===== config.mk =====
export PLATFORM = sky130hd
export DESIGN_NAME = fp_compare_pipe
export DESIGN_NICKNAME = d
export VERILOG_FILES = /design/src/rtl/fp_pkg.sv /design/src/rtl/fp_pipe_slot.sv /design/src/rtl/fp_compare_pipe.sv
export SDC_FILE = /design/constraint.sdc
export NUM_CORES = 1
export LEC_CHECK = 0
export BUFFER_PORTS_ARGS = -buffer_cell sky130_fd_sc_hd__buf_4
export CAP_MARGIN = 25
export CORE_ASPECT_RATIO = 2
export CORE_MARGIN = 3
export CORE_UTILIZATION = 44
export CTS_CLUSTER_DIAMETER = 80
export DETAILED_ROUTE_END_ITERATION = 10
export GPL_TIMING_DRIVEN = 0
export PLACE_DENSITY = 0.88
export SYNTH_ARGS = -nofsm -noshare
export SYNTH_HDL_FRONTEND = slang
export SYNTH_SLANG_ARGS = --single-unit

===== constraint.sdc =====
create_clock -name clk -period 6.1 [get_ports clk]
set_input_delay 1.22 -clock clk [delete_from_list [all_inputs] [get_ports clk]]
set_output_delay 1.22 -clock clk [all_outputs]
set_load 0.01 [all_outputs]

===== src/rtl/fp_pkg.sv =====
// fp_pkg: op encodings, format widths and IEEE-754 classification helpers.
// FP_COMPARE_INVALID_EN adds the invalid flag to the in-flight bundle.
package fp_pkg;

   localparam int FP_D_EXP_W = 11;
   localparam int FP_D_MAN_W = 52;
   localparam int FP_S_EXP_W = 8;
   localparam int FP_S_MAN_W = 23;
   localparam int FP_MAX_W   = 64;

   localparam logic [2:0] FP_CMP_EQ = 3'd0;
   localparam logic [2:0] FP_CMP_LT = 3'd1;
   localparam logic [2:0] FP_CMP_LE = 3'd2;
   localparam logic [2:0] FP_CMP_GT = 3'd3;
   localparam logic [2:0] FP_CMP_GE = 3'd4;
   localparam logic [2:0] FP_CMP_NE = 3'd5;
   localparam logic [2:0] FP_CMP_UN = 3'd6;

   // Bundle carried through the pipe once the magnitude compare is done.
   typedef struct packed {
      logic [2:0] op;
      logic       unord;
`ifdef FP_COMPARE_INVALID_EN
      logic       inv;
`endif
      logic       lt;
      logic       eq;
      logic       gt;
   } cmp_mid_t;

   function automatic logic [FP_MAX_W-1:0] fp_mask(input int unsigned w);
      return (FP_MAX_W'(1) << w) - FP_MAX_W'(1);
   endfunction

   function automatic logic is_nan(input logic [FP_MAX_W-1:0] x,
                                   input int unsigned exp_w,
                                   input int unsigned man_w);
      logic [FP_MAX_W-1:0] e;
      logic [FP_MAX_W-1:0] m;
      e = (x >> man_w) & fp_mask(exp_w);
      m = x & fp_mask(man_w);
      return (e == fp_mask(exp_w)) && (m != '0);
   endfunction

   function automatic logic is_snan(input logic [FP_MAX_W-1:0] x,
                                    input int unsigned exp_w,
                                    input int unsigned man_w);
      return is_nan(x, exp_w, man_w) && !x[man_w-1];
   endfunction

   function automatic logic is_zero(input logic [FP_MAX_W-1:0] x,
                                    input int unsigned exp_w,
                                    input int unsigned man_w);
      return (x & fp_mask(exp_w + man_w)) == '0;
   endfunction

endpackage


===== src/rtl/fp_pipe_slot.sv =====
// fp_pipe_slot: one elastic register slot with valid bit and
// pass-through ready so bubbles collapse.
module fp_pipe_slot #(
   parameter int W = 8
) (
   input  logic         clk,
   input  logic         rst_n,
   input  logic         in_valid,
   output logic         in_ready,
   input  logic [W-1:0] in_data,
   output logic         out_valid,
   input  logic         out_ready,
   output logic [W-1:0] out_data
);

   assign in_ready = !out_valid || out_ready;

   always_ff @(posedge clk) begin
      if (!rst_n) begin
         out_valid <= 1'b0;
         out_data  <= '0;
      end else if (in_ready) begin
         out_valid <= in_valid;
         if (in_valid) begin
            out_data <= in_data;
         end
      end
   end

endmodule


===== src/rtl/fp_compare_pipe.sv =====
// fp_compare_pipe: pipelined IEEE-754 comparator with six predicates.
// Define FP_COMPARE_INVALID_EN to add the out_invalid flag.
module fp_compare_pipe
   import fp_pkg::*;
#(
   parameter int EXP_W  = FP_D_EXP_W,
   parameter int MAN_W  = FP_D_MAN_W,
   parameter int STAGES = 2
) (
   input  logic                   clk,
   input  logic                   rst_n,
   input  logic                   in_valid,
   output logic                   in_ready,
   input  logic [EXP_W+MAN_W:0]   a,
   input  logic [EXP_W+MAN_W:0]   b,
   input  logic [2:0]             op,
   output logic                   out_valid,
   input  logic                   out_ready,
   output logic                   out_z,
   output logic                   out_unord
`ifdef FP_COMPARE_INVALID_EN
   ,
   output logic                   out_invalid
`endif
);

   localparam int W  = EXP_W + MAN_W + 1;
   localparam int PW = $bits(cmp_mid_t);

   logic [FP_MAX_W-1:0] ax;
   logic [FP_MAX_W-1:0] bx;
   logic                sa;
   logic                sb;
   logic [W-2:0]        ma;
   logic [W-2:0]        mb;
   logic                mag_lt;
   logic                mag_eq;
   logic                zz;
   cmp_mid_t            mid;

   assign ax     = FP_MAX_W'(a);
   assign bx     = FP_MAX_W'(b);
   assign sa     = a[W-1];
   assign sb     = b[W-1];
   assign ma     = a[W-2:0];
   assign mb     = b[W-2:0];
   assign mag_lt = ma < mb;
   assign mag_eq = ma == mb;
   assign zz     = is_zero(ax, EXP_W, MAN_W) && is_zero(bx, EXP_W, MAN_W);

   // Sign-magnitude ordering; NaN leaves lt/eq/gt all clear.
   always_comb begin
      mid       = '0;
      mid.op    = op;
      mid.unord = is_nan(ax, EXP_W, MAN_W) || is_nan(bx, EXP_W, MAN_W);
      if (mid.unord) begin
         mid.eq = 1'b0;
      end else if (zz) begin
         mid.eq = 1'b1;
      end else if (sa != sb) begin
         mid.lt = sa;
         mid.gt = sb;
      end else if (!sa) begin
         mid.lt = mag_lt;
         mid.eq = mag_eq;
         mid.gt = !mag_lt && !mag_eq;
      end else begin
         mid.lt = !mag_lt && !mag_eq;
         mid.eq = mag_eq;
         mid.gt = mag_lt;
      end
`ifdef FP_COMPARE_INVALID_EN
      mid.inv = is_snan(ax, EXP_W, MAN_W) || is_snan(bx, EXP_W, MAN_W) ||
                (mid.unord && (op == FP_CMP_LT || op == FP_CMP_LE ||
                               op == FP_CMP_GT || op == FP_CMP_GE));
`endif
   end

   logic [STAGES:0] v;
   logic [STAGES:0] r;
   cmp_mid_t        d [STAGES+1];

   assign v[0]      = in_valid;
   assign d[0]      = mid;
   assign r[STAGES] = out_ready;
   assign in_ready  = r[0];

   for (genvar i = 0; i < STAGES; i++) begin : g_slot
      fp_pipe_slot #(
         .W (PW)
      ) u_slot (
         .clk       (clk),
         .rst_n     (rst_n),
         .in_valid  (v[i]),
         .in_ready  (r[i]),
         .in_data   (d[i]),
         .out_valid (v[i+1]),
         .out_ready (r[i+1]),
         .out_data  (d[i+1])
      );
   end

   cmp_mid_t q;
   logic     z;

   assign q = d[STAGES];

   always_comb begin
      z = 1'b0;
      unique case (1'b1)
         (q.op == FP_CMP_EQ): z = q.eq;
         (q.op == FP_CMP_LT): z = q.lt;
         (q.op == FP_CMP_LE): z = q.lt || q.eq;
         (q.op == FP_CMP_GT): z = q.gt;
         (q.op == FP_CMP_GE): z = q.gt || q.eq;
         (q.op == FP_CMP_NE): z = !q.eq;
         (q.op == FP_CMP_UN): z = q.unord;
         default:             z = 1'b0;
      endcase
   end

   assign out_valid = v[STAGES];
   assign out_z     = v[STAGES] && z;
   assign out_unord = v[STAGES] && q.unord;
`ifdef FP_COMPARE_INVALID_EN
   assign out_invalid = v[STAGES] && q.inv;
`endif

endmodule


* Word-level counts from Yosys, hierarchy flattened
Cells that the tools add are included.
** Operators by class
- Add/subtract/negate cells :: 0
- Multipliers :: 0
- Divide/modulo/power cells :: 0
- Order comparisons :: 1
- Equality and inequality tests :: 10
- Shift operators :: 0
- Muxes and demuxes :: 11
- Bitwise gates (word level) :: 0
- Reductions and logical operators :: 23
** Operators by type and width (count)
- 64-bit logical NOT :: 2
- 64-bit nonzero test :: 2
- 63-bit == test :: 1
- 63-bit less-than comparator :: 1
- 11-bit == test (second input constant) :: 2
- 3-bit == test (second input constant) :: 3
- 1-bit two-way mux :: 9
- 1-bit one-hot mux with 7 select lines :: 1
- 3-bit by 2-bit == test with 1-bit output (second input constant) :: 2
- 1-bit logical AND :: 6
- 1-bit logical NOT :: 5
- 1-bit logical OR :: 5
- 2-bit AND reduction :: 2
- 3-bit by 1-bit == test with 1-bit output (second input constant) :: 1
- 3-bit logical NOT :: 1
- 3-bit two-way mux :: 1
- 1-bit inequality test :: 1
** Storage, ports and cells
- Flip-flop bits (word level) :: 16
- Bits in latches :: 0
- Bits in writable memories :: 0
- Memory bits (read-only) :: 0
- Input port bits :: 135
- Output and inout port bits :: 4
- Word-level logic and storage cells :: 49
- Memories kept :: 0

* Logic depth before layout (Yosys ltp)
- Depth after elaboration :: 7
- Mapped depth :: 10
- Mapped depth without buffers :: 10

* By module
From an unflattened synthesis, not the netlist that was laid out.
** Second synthesis, totals
- Cells, all modules :: 371
- Area, all modules :: 2755.1 µm²
** Modules (own cells, without submodules)
- fp_compare_pipe :: times used 1, cells each 301, area each 2089.5 µm², seq. area each 0.0 µm²
- fp_pipe_slot :: times used 2, cells each 35, area each 332.8 µm², seq. area each 160.2 µm²

* Least setup slack after synthesis
Ideal clock, no wire load.
- Path type :: input to register
- Start :: in b[62]
- End :: reg g_slot[0].u_slot.out_data[2]
- Setup time :: 120 ps
- Data arrival time :: 2837 ps
- Data required time :: 5980 ps
- Slack :: 3143 ps
- Cell stages on the path :: 10
- Buffers on the path :: 0
- Cells stage by stage :: inv_1 > ha_1 > nand4_1 > nor4_1 > nand2_1 > nor4b_2 > o41ai_1 > nand4b_1 > nor2b_1 > o31ai_2
** Between the ends
- Longest elaborated chain between the ends :: 7
- Elaborated cells on any way between the ends :: 14
- Those cells by class :: order compare: 1; eq/ne: 2; mux: 4; reduce/logical: 7
** RTL lines
- start: declaration :: RTL line fp_compare_pipe.sv:15 : input logic [EXP_W+MAN_W:0] b,
- 63-bit less-than comparator / 63-bit == test (equally long branches) :: RTL line fp_compare_pipe.sv:47, fp_compare_pipe.sv:48
- 1-bit logical NOT :: RTL line fp_compare_pipe.sv:68 : mid.lt = !mag_lt && !mag_eq;
- 1-bit logical AND :: RTL line fp_compare_pipe.sv:68
- 3-bit two-way mux :: RTL line fp_compare_pipe.sv:63 : end else if (!sa) begin
- 1-bit two-way mux :: RTL line fp_compare_pipe.sv:60 : end else if (sa != sb) begin
- 1-bit two-way mux :: RTL line fp_compare_pipe.sv:58 : end else if (zz) begin
- 1-bit two-way mux (*) :: RTL line fp_compare_pipe.sv:56 : if (mid.unord) begin
- end signal: assignment :: RTL line fp_pipe_slot.sv:25 : out_data <= in_data;
- end: declaration :: RTL line fp_pipe_slot.sv:13 : output logic [W-1:0] out_data
Every way passes the cells marked *; elsewhere a longest branch is shown, timed or not.
A chain may end at the register's enable or synchronous reset.

* Worst setup path in the final report
- Start :: in a[58]
- End :: reg g_slot[0].u_slot.out_data[2]
** Between the ends
- Longest elaborated chain between the ends :: 7
- Elaborated cells on any way between the ends :: 14
- Those cells by class :: order compare: 1; eq/ne: 2; mux: 4; reduce/logical: 7
** RTL lines
- start: declaration :: RTL line fp_compare_pipe.sv:14 : input logic [EXP_W+MAN_W:0] a,
- 63-bit less-than comparator / 63-bit == test (equally long branches) :: RTL line fp_compare_pipe.sv:47, fp_compare_pipe.sv:48
- 1-bit logical NOT :: RTL line fp_compare_pipe.sv:68
- 1-bit logical AND :: RTL line fp_compare_pipe.sv:68
- 3-bit two-way mux :: RTL line fp_compare_pipe.sv:63
- 1-bit two-way mux :: RTL line fp_compare_pipe.sv:60
- 1-bit two-way mux :: RTL line fp_compare_pipe.sv:58
- 1-bit two-way mux (*) :: RTL line fp_compare_pipe.sv:56
Marked as above.

==> flow_metrics.env <==
export IMPL_portBuffers=138
export IMPL_synth_top_cell_area_share_pct=29.7
export IMPL_synthTopCellsByCount="inv_1, ha_1, nor4_1"
export IMPL_root_buffer="clkbuf_16"
export IMPL_hold_ws_ns=0.496
export IMPL_cts_buffer_depth=2
export IMPL_rr_startpoint="g_slot[1].u_slot.out_valid"
export IMPL_drv_cap=0
export IMPL_cts_tree="yes"
export IMPL_fin_util_pct=66.9
export IMPL_netlist_area_mm2=0.00265
export IMPL_hold_buffers=0
export IMPL_ant_nets=0
export IMPL_period_share_pct=54.4
export IMPL_initial_core_util_pct=46.0
export IMPL_crit_fanout=4
export IMPL_routed_wl_mm=9.58
export IMPL_rsz0062_at_grt="no"
export IMPL_grt_total_usage_pct=27.3
export IMPL_min_from="g_slot[0].u_slot.out_data[2]"
export IMPL_drive_gt1_share_pct=31.1
export IMPL_ys_ff_latch=16
export IMPL_ys_seq_area_share_pct=12.1
export IMPL_vias=3272
export IMPL_firstDrtPassIters=5
export IMPL_finalMaxSlewViolations=0
export IMPL_drt_iter0_drc=117
export IMPL_cp_arrival_ns=3.48
export IMPL_cts_resized=0
export IMPL_min_period_ns=3.32
export IMPL_core_mm2=0.00576
export IMPL_end_kind="flip-flop"
export IMPL_crit_type="in2reg"
export IMPL_ys_async_sr_fraction_pct=0
export IMPL_fin_skew_ns=0.000842
export IMPL_timing_hold_violations_final=0
export IMPL_reg2reg_setup_slack_ns=4.29
export IMPL_holdCritPathClass="reg2reg"
export IMPL_grt_pass1_wl_mm=14.7
export IMPL_cp_startpoint="a[58]"
export IMPL_gp_congestion=0.917
export IMPL_timing_rr_end="g_slot[0].u_slot.out_data[0]"
export IMPL_hpwlAfterDp_mm=8.74
export IMPL_fin_ws_ns=2.78
export IMPL_grt_max_degree=11
export IMPL_ys_types=39
export IMPL_worst_pin_slew_ns=0.697
export IMPL_routedWlPerCell_um=17.2
export IMPL_grt_pass1_vias=3396
export IMPL_syn_inst=353
export IMPL_drcViolationCount=0
export IMPL_post_drt_via_cell_ratio=5.88
export IMPL_clock_latency_ns=0.24
export IMPL_max_slew_margin_pct=52.9
export IMPL_yosysWarnings=0
export IMPL_max_vdd_ir_drop_v=0.0000900
export IMPL_num_rows=39
export IMPL_fmax_ghz=0.301
export IMPL_critPathLaunchType="input port"
export IMPL_synthToLayoutAreaGrowth_pct=45.3
export IMPL_diodes=0
export IMPL_hold_end="g_slot[0].u_slot.out_data[2]"
export IMPL_finalNetCount=694
export IMPL_tns_ns=0
export IMPL_synth_top_area_cell="ha_1"
export IMPL_p_per_area_mw_per_mm2=118
export IMPL_post_place_ws_ns=2.48
export IMPL_grt_antenna_before_repair=0
export IMPL_postSynthAreaPerCell_um2=7.51
export IMPL_worst_endpoint_required_ns=6.26
export IMPL_synth_edf_count=0
export IMPL_finalSetupViolCount=0
export IMPL_synth_area_top_cells="ha_1, dfxtp_1, inv_1"
export IMPL_place_inst=552
export IMPL_reg2reg_depth=7
export IMPL_syn_nets=551
export IMPL_die_area_mm2=0.00705
export IMPL_die_w_um=60.9
export IMPL_holdPathStages=2
export IMPL_final_cells=556
export IMPL_yosysMostFrequentCell="inv_1"
export IMPL_synth_flop_cell="dfxtp_1"
export IMPL_cts_sinks=16
export IMPL_die_y_um=116
export IMPL_clk_pin_slew_ns=0.05
export IMPL_cts_htree_levels=1
export IMPL_io_pins=139
export IMPL_status="finished clean"
export IMPL_cts_buffers=3
export IMPL_grt_ovfl_total=0
export IMPL_cts_setup_buffers=0
export IMPL_leakagePower_nw=2.05
critical path, cell delays in order:
cell,delay (ns)
buf_4,0.12
ha_1,0.29
nand4_1,0.16
nor4_1,0.43
nand2_1,0.19
nor4b_2,0.40
o41ai_1,0.16
nand4b_1,0.19
a21boi_0,0.13
o31ai_2,0.18
metal layers:
metal / vias to the layer above / GRT usage (%) / wire [um]
met3: 44 / 6.24 / 758
met1: 1468 / 23.5 / 3040
li1: 1589 / - / -
met2: 171 / 54.0 / 5270
met5: - / 0 / 0
met4: 0 / 13.5 / 511
metrics by stage:
stage | power [mW] | cell area (um^2)
3_5_place_dp | 0.316 | 3760
2_1_floorplan | 0.204 | 2650
6_report | 0.455 | 3850
3_3_place_gp | 0.309 | 3760
4_1_cts | 0.456 | 3850
5_1_grt | 0.483 | 3850
cell type report:
cell class	instances	area, um^2
multi-input cells	270	2070
flip-flops and latches	16	320
inverters	65	244
plain buffers	2	11.3
repair buffers	138	1040
fillers	507	1910
well taps	61	76.3
clock buffers	4	88.8
cells in the final DEF, fill, tap and decap left out, drive strengths merged:
cell type	n
ha	63
nand2b	3
mux2i	7
o21ai	12
clkbuf	5
nor2b	11
a21o	7
a31oi	2
xor2	1
a221oi	3
and3	1
and4	1
a21oi	26
nand2	22
o31a	1
o21a	2
dfxtp	16
nand4	23
inv	65
nor4b	1
nor4	37
or2	1
nor2	6
o41ai	2
mux2	1
nand4b	1
o31ai	2
nand3	17
or3	1
buf	139
and2	3
nor3	5
a21boi	5
nand3b	1
a211oi	2
worst max path at each step:
stage / to / slack, ns / cells after the start
global placement: g_slot[0].u_slot.out_data[2] / 2.53 / 10
floorplan: g_slot[0].u_slot.out_data[2] / 3.14 / 10
finish: g_slot[0].u_slot.out_data[2] / 2.78 / 10
CTS: g_slot[0].u_slot.out_data[2] / 2.73 / 11
detailed placement: g_slot[0].u_slot.out_data[2] / 2.48 / 10
global route: g_slot[0].u_slot.out_data[2] / 2.47 / 11
sequential cells by signal, summed over array words and instances (netlist names):
name and count:
g_slot.u_slot.out_data 14, g_slot.u_slot.out_valid 2
power breakdown:
group | switching, mW | internal, mW
sequential | 0.00366 | 0.109
clock | 0.0390 | 0.0994
combinational | 0.0958 | 0.108
cell families after synthesis:
family / count (synthesis) / synth area share, %
AO/OA/AOI/OAI: 64 / 15.1
XOR/XNOR: 1 / 0.331
adder cells (fa/ha/maj): 63 / 29.7
buffers and inverters: 67 / 9.63
flip-flops: 16 / 12.1
multiplexers: 8 / 3.07
AND/OR/NAND/NOR: 134 / 30.0
Note: power is estimated with default switching activity, not from simulation.
